`config.mk`:
```
export PLATFORM = sky130hd
export DESIGN_NAME = multicycle_ctrl
export DESIGN_NICKNAME = d
export VERILOG_FILES = /design/src/rtl/multicycle_ctrl.sv
export SDC_FILE = /design/constraint.sdc
export NUM_CORES = 1
export LEC_CHECK = 0
export BUFFER_PORTS_ARGS = -buffer_cell sky130_fd_sc_hd__buf_2
export CORE_UTILIZATION = 28
export CTS_BUF_LIST = sky130_fd_sc_hd__clkbuf_8
export DETAILED_ROUTE_END_ITERATION = 12
export PLACE_DENSITY = 0.5
export SYNTH_ARGS = -nofsm -noshare
export SYNTH_HDL_FRONTEND = slang
export SYNTH_SLANG_ARGS = --single-unit
```
`constraint.sdc`:
```
create_clock -name clock -period 1.95 [get_ports clock]
set_clock_uncertainty 0.2 [all_clocks]
set_input_delay 0.0975 -clock clock [delete_from_list [all_inputs] [get_ports clock]]
set_output_delay 0.0975 -clock clock [all_outputs]
set_load 0.02 [all_outputs]
```
`src/rtl/multicycle_ctrl.sv`:
```
// Multi-cycle control sequencer for the MIPS-subset CPU: FETCH/DECODE/EXEC/MEM/WB
// with a req/ready handshake on the shared instruction/data memory port.
module multicycle_ctrl (
  input  logic       clock,
  input  logic       reset,
  input  logic [5:0] Opcode,
  input  logic [5:0] Function_opcode,
  input  logic       Zero,
  input  logic       Mem_ready,
  output logic       Mem_req,
  output logic       MemRead,
  output logic       MemWrite,
  output logic       IRWrite,
  output logic       PCWrite,
  output logic [1:0] PCSrc,
  output logic       RegWrite,
  output logic       RegDST,
  output logic       MemtoReg,
  output logic       Jal,
  output logic [1:0] ALUOp,
  output logic       ALUSrc,
  output logic       I_format,
  output logic       Sftmd,
  output logic       Jr,
  output logic       Illegal,
  output logic [2:0] State
);

  typedef enum logic [2:0] {
    S_FETCH  = 3'd0,
    S_DECODE = 3'd1,
    S_EXEC   = 3'd2,
    S_MEM    = 3'd3,
    S_WB     = 3'd4
  } state_t;

  typedef enum logic [3:0] {
    C_NONE = 4'd0,
    C_R    = 4'd1,
    C_I    = 4'd2,
    C_LW   = 4'd3,
    C_SW   = 4'd4,
    C_BEQ  = 4'd5,
    C_BNE  = 4'd6,
    C_J    = 4'd7,
    C_JAL  = 4'd8,
    C_ILL  = 4'd9
  } cls_t;

  state_t     r_state, w_next;
  cls_t       r_cls, w_cls;
  logic [1:0] r_aluop;
  logic       r_alusrc, r_ifmt, r_sftmd, r_jr, r_regdst, r_memtoreg, r_jal;

  logic w_rfmt, w_ifmt, w_lw, w_sw, w_beq, w_bne, w_j, w_jal;

  assign w_rfmt = (Opcode == 6'b000000);
  assign w_ifmt = (Opcode[5:3] == 3'b001);
  assign w_lw   = (Opcode == 6'b100011);
  assign w_sw   = (Opcode == 6'b101011);
  assign w_beq  = (Opcode == 6'b000100);
  assign w_bne  = (Opcode == 6'b000101);
  assign w_j    = (Opcode == 6'b000010);
  assign w_jal  = (Opcode == 6'b000011);

  always_comb begin
    w_cls = C_ILL;
    if      (w_rfmt) w_cls = C_R;
    else if (w_ifmt) w_cls = C_I;
    else if (w_lw)   w_cls = C_LW;
    else if (w_sw)   w_cls = C_SW;
    else if (w_beq)  w_cls = C_BEQ;
    else if (w_bne)  w_cls = C_BNE;
    else if (w_j)    w_cls = C_J;
    else if (w_jal)  w_cls = C_JAL;
  end

  // Fields are captured only while leaving DECODE so the ALU sees stable
  // controls from EXEC through WB even though IR/Opcode may move on.
  always_ff @(posedge clock) begin
    if (reset) begin
      r_state    <= S_FETCH;
      r_cls      <= C_NONE;
      r_aluop    <= 2'b00;
      r_alusrc   <= 1'b0;
      r_ifmt     <= 1'b0;
      r_sftmd    <= 1'b0;
      r_jr       <= 1'b0;
      r_regdst   <= 1'b0;
      r_memtoreg <= 1'b0;
      r_jal      <= 1'b0;
    end else begin
      r_state <= w_next;
      if (r_state == S_DECODE) begin
        r_cls      <= w_cls;
        r_aluop    <= {w_rfmt | w_ifmt, w_beq | w_bne};
        r_alusrc   <= w_ifmt | w_lw | w_sw;
        r_ifmt     <= w_ifmt;
        r_sftmd    <= w_rfmt && (Function_opcode[5:3] == 3'b000);
        r_jr       <= w_rfmt && (Function_opcode == 6'b001000);
        r_regdst   <= w_rfmt;
        r_memtoreg <= w_lw;
        r_jal      <= w_jal;
      end
    end
  end

  always_comb begin
    w_next   = r_state;
    Mem_req  = 1'b0;
    MemRead  = 1'b0;
    MemWrite = 1'b0;
    IRWrite  = 1'b0;
    PCWrite  = 1'b0;
    PCSrc    = 2'b00;
    RegWrite = 1'b0;
    Illegal  = 1'b0;
    case (r_state)
      S_FETCH: begin
        Mem_req = 1'b1;
        MemRead = 1'b1;
        if (Mem_ready) begin
          IRWrite = 1'b1;
          PCWrite = 1'b1;
          w_next  = S_DECODE;
        end
      end
      S_DECODE: w_next = S_EXEC;
      S_EXEC: begin
        w_next = S_FETCH;
        case (r_cls)
          C_BEQ: if (Zero)  begin PCWrite = 1'b1; PCSrc = 2'b01; end
          C_BNE: if (!Zero) begin PCWrite = 1'b1; PCSrc = 2'b01; end
          C_J:   begin PCWrite = 1'b1; PCSrc = 2'b10; end
          C_JAL: begin PCWrite = 1'b1; PCSrc = 2'b10; w_next = S_WB; end
          C_R: begin
            if (r_jr) begin
              PCWrite = 1'b1;
              PCSrc   = 2'b11;
            end else begin
              w_next = S_WB;
            end
          end
          C_I:         w_next  = S_WB;
          C_LW, C_SW:  w_next  = S_MEM;
          C_ILL:       Illegal = 1'b1;
          default:     w_next  = S_FETCH;
        endcase
      end
      S_MEM: begin
        Mem_req  = 1'b1;
        MemRead  = (r_cls == C_LW);
        MemWrite = (r_cls == C_SW);
        if (Mem_ready) w_next = (r_cls == C_LW) ? S_WB : S_FETCH;
      end
      S_WB: begin
        RegWrite = 1'b1;
        w_next   = S_FETCH;
      end
      default: w_next = S_FETCH;
    endcase
    if (reset) begin
      Mem_req  = 1'b0;
      MemRead  = 1'b0;
      MemWrite = 1'b0;
      IRWrite  = 1'b0;
      PCWrite  = 1'b0;
      PCSrc    = 2'b00;
      RegWrite = 1'b0;
      Illegal  = 1'b0;
    end
  end

  assign State    = r_state;
  assign ALUOp    = r_aluop;
  assign ALUSrc   = r_alusrc;
  assign I_format = r_ifmt;
  assign Sftmd    = r_sftmd;
  assign Jr       = r_jr;
  assign RegDST   = r_regdst;
  assign MemtoReg = r_memtoreg;
  assign Jal      = r_jal;

endmodule

```
==> qor.yml <==
critPathBufInv: 1
antenna_found_initial: 0
synth.area.mux_share: 0.00877
hp-class: "input pin to flip-flop"
pre_cts_ws_ps: 187
first_pass_iters: 4
yosysUniqueCellTypes: 46
synth_fa_ha_area_frac: 0
place_congestion: 0.852
avgSynthCellArea_um2: 7.76
status: "finished with violations"
ys_seq_elements: 16
detail-route-antenna-nets: 0
min_period_ps: 1840
wire_per_inst_um: 12.6
setup_viol: 0
rsz0062_at_grt: "no"
syn2layout_area_growth_pct: 26.0
violations: "negative hold slack"
hold_violations: 1
cp_max_fo: 8
core_um2: 3770
synth_edf_count: 0
final_cell_mix: "buf_2 (36), nand2_1 (19), a21oi_1 (17)"
synth_xor_area_frac: 0
start_kind: "flip-flop"
setup_slack_ps: 113
die_area_um2: 4330
critPathMaxStageDelay_ps: 360
grtUsageMet3: 0.0310
syn_area_um2: 1140
clkLatencyLatePin_ps: 250
io_pins: 37
worstPathCellList: "or2_2 > nor3_1 > nor4bb_2 > buf_2"
synth_simple_gate_area_share: 0.379
synth-main-ff-cell: "dfxtp_1"
grt_max_degree: 19
h-tree-depth: 1
synth_compound_area_frac: 0.227
p_per_area_nw_per_um2: 575
cts_root_buf: "clkbuf_8"
synth_top_family_by_area: "simple AND/OR/NAND/NOR gates"
slew_violations: 0
path_delay_family: "simple AND/OR/NAND/NOR gates"
whs_ps: -1.38
fmax_mhz: 544
final.period_utilization: 0.942
grt_overflow: 0
rows: 22
grt_pass1_vias: 1120
clkSlewWorstSetupHoldPaths_ps: 60
port_buffers: 36
cts_tree: "built"
grt_usage: 0.140
use_met2: 0.261
vdd_drop_max_mv: 0.372
maxCapViolCount: 0
layout.nets: 200
cts.path.max_buffers: 2
leakagePower_nw: 0.560
synth-seq-area-share: 0.281
drtIter0Drc: 46
antenna_cells: 0
top_usage_layer: "met2"
synth-async-reset-ratio: 0
layout-drive-gt1-share: 0.355
routed_wirelength_um: 2910
drcViolationCount: 0
synth.net_count: 163
worst_path_max_delay_cell: "dfxtp_2"
slew_headroom: 0.634
dp.final_hpwl_um: 2100
cts_made_buffers: 3
via_per_inst: 5.17
crit_path_end_kind: "output port"
die_h_um: 65.8
synthCells: 147
worstMarginPinSlew_ps: 550
yosys_warnings: 0
die_x_um: 65.8
arrival_ps: 1540
vias: 1194
fillCellCount: 388
crit_type: "flip-flop to output port"
final_common_cell: "buf_2"
critPathRequiredTime_ps: 1650
final.setup.tns_ps: 0
grtUsageMet1: 0.158
clock-sinks: 16
grt_pass1_wl_um: 4810
start_util: 0.303
[kinds of logic (layout without fill, tap and decap cells)]
logic type,after synthesis,after routing
AO/OA/AOI/OAI,39,39
buffers and inverters,16,52
flip-flops,16,16
multiplexers,1,1
AND/OR/NAND/NOR,75,75
[per-stage QoR]
step / util / power [mW] / instances / instance area [um2]
floorplan: - / 0.488 / 147 / 1140
global placement: 0.343 / 0.525 / 220 / 1290
detailed placement: 0.343 / 0.529 / 220 / 1290
CTS: 0.376 / 0.834 / 231 / 1420
global route: 0.381 / 0.873 / 231 / 1440
finish: 0.381 / 0.827 / 231 / 1440
[registers in the layout (all words and copies together) (netlist names)]
register,cells
r_cls,4
State,3
ALUOp,2
ALUSrc,1
I_format,1
Jal,1
Jr,1
MemtoReg,1
RegDST,1
Sftmd,1
[worst min-delay path: cells and delay by family]
kind	cells	cell delay (ps)
buffers and inverters	1	150
AND/OR/NAND/NOR	1	90
AO/OA/AOI/OAI	1	60
[Yosys cell counts, drive strengths merged, types with 2 or more instances]
cell	instances	area [um2]
nor3	8	45.0
buf	10	83.8
nand3b	2	15.0
nor4bb	2	20.0
nand4	3	18.8
a211oi	3	27.5
a211o	2	18.8
nand2	19	71.3
dfxtp	16	320
o21bai	2	15.0
nor3b	6	55.1
nand3	6	30.0
o21ai	7	35.0
a21oi	17	85.1
clkbuf	4	27.5
nor4	2	12.5
nand2b	2	12.5
a21bo	2	20.0
or2	2	12.5
nor2	11	41.3
nor2b	4	25.0
[timing repair]
item	CTS	global route
gates resized for setup	0	7
endpoints found under the setup margin	0	6
hold buffers	7	0
setup buffers	0	0
endpoints found under the hold margin	4	0
[path summary, 6_finish.rpt]
check,slack [ps],cells after the start,to,from
max,110,4,MemWrite,State[2]
min,-1,3,Jal,Opcode[0]
max reg2reg,170,3,r_cls[1],State[0]
min reg2reg,250,2,Sftmd,Sftmd
[where the power goes]
group | switching, mW | internal [mW] | leakage, nW
sequential | 0.0202 | 0.337 | 0.132
clock | 0.114 | 0.179 | 0.0288
combinational | 0.100 | 0.0765 | 0.400
total | 0.234 | 0.593 | 0.560
[cell type report]
type / instances / area, um2 / share of cell area
tap: 48 / 60.1 / 0.0418
multi-input combinational: 115 / 717 / 0.499
timing repair buffer: 46 / 273 / 0.190
inverter: 2 / 7.51 / 0.00522
sequential: 16 / 325 / 0.226
clock buffer: 4 / 55.1 / 0.0383
[routing by layer]
metal	part of all wire	wire [um]
met5	0	0
met4	0.0034	10
met3	0.045	130
met2	0.49	1420
met1	0.46	1350
(Power assumes the default switching activity.)
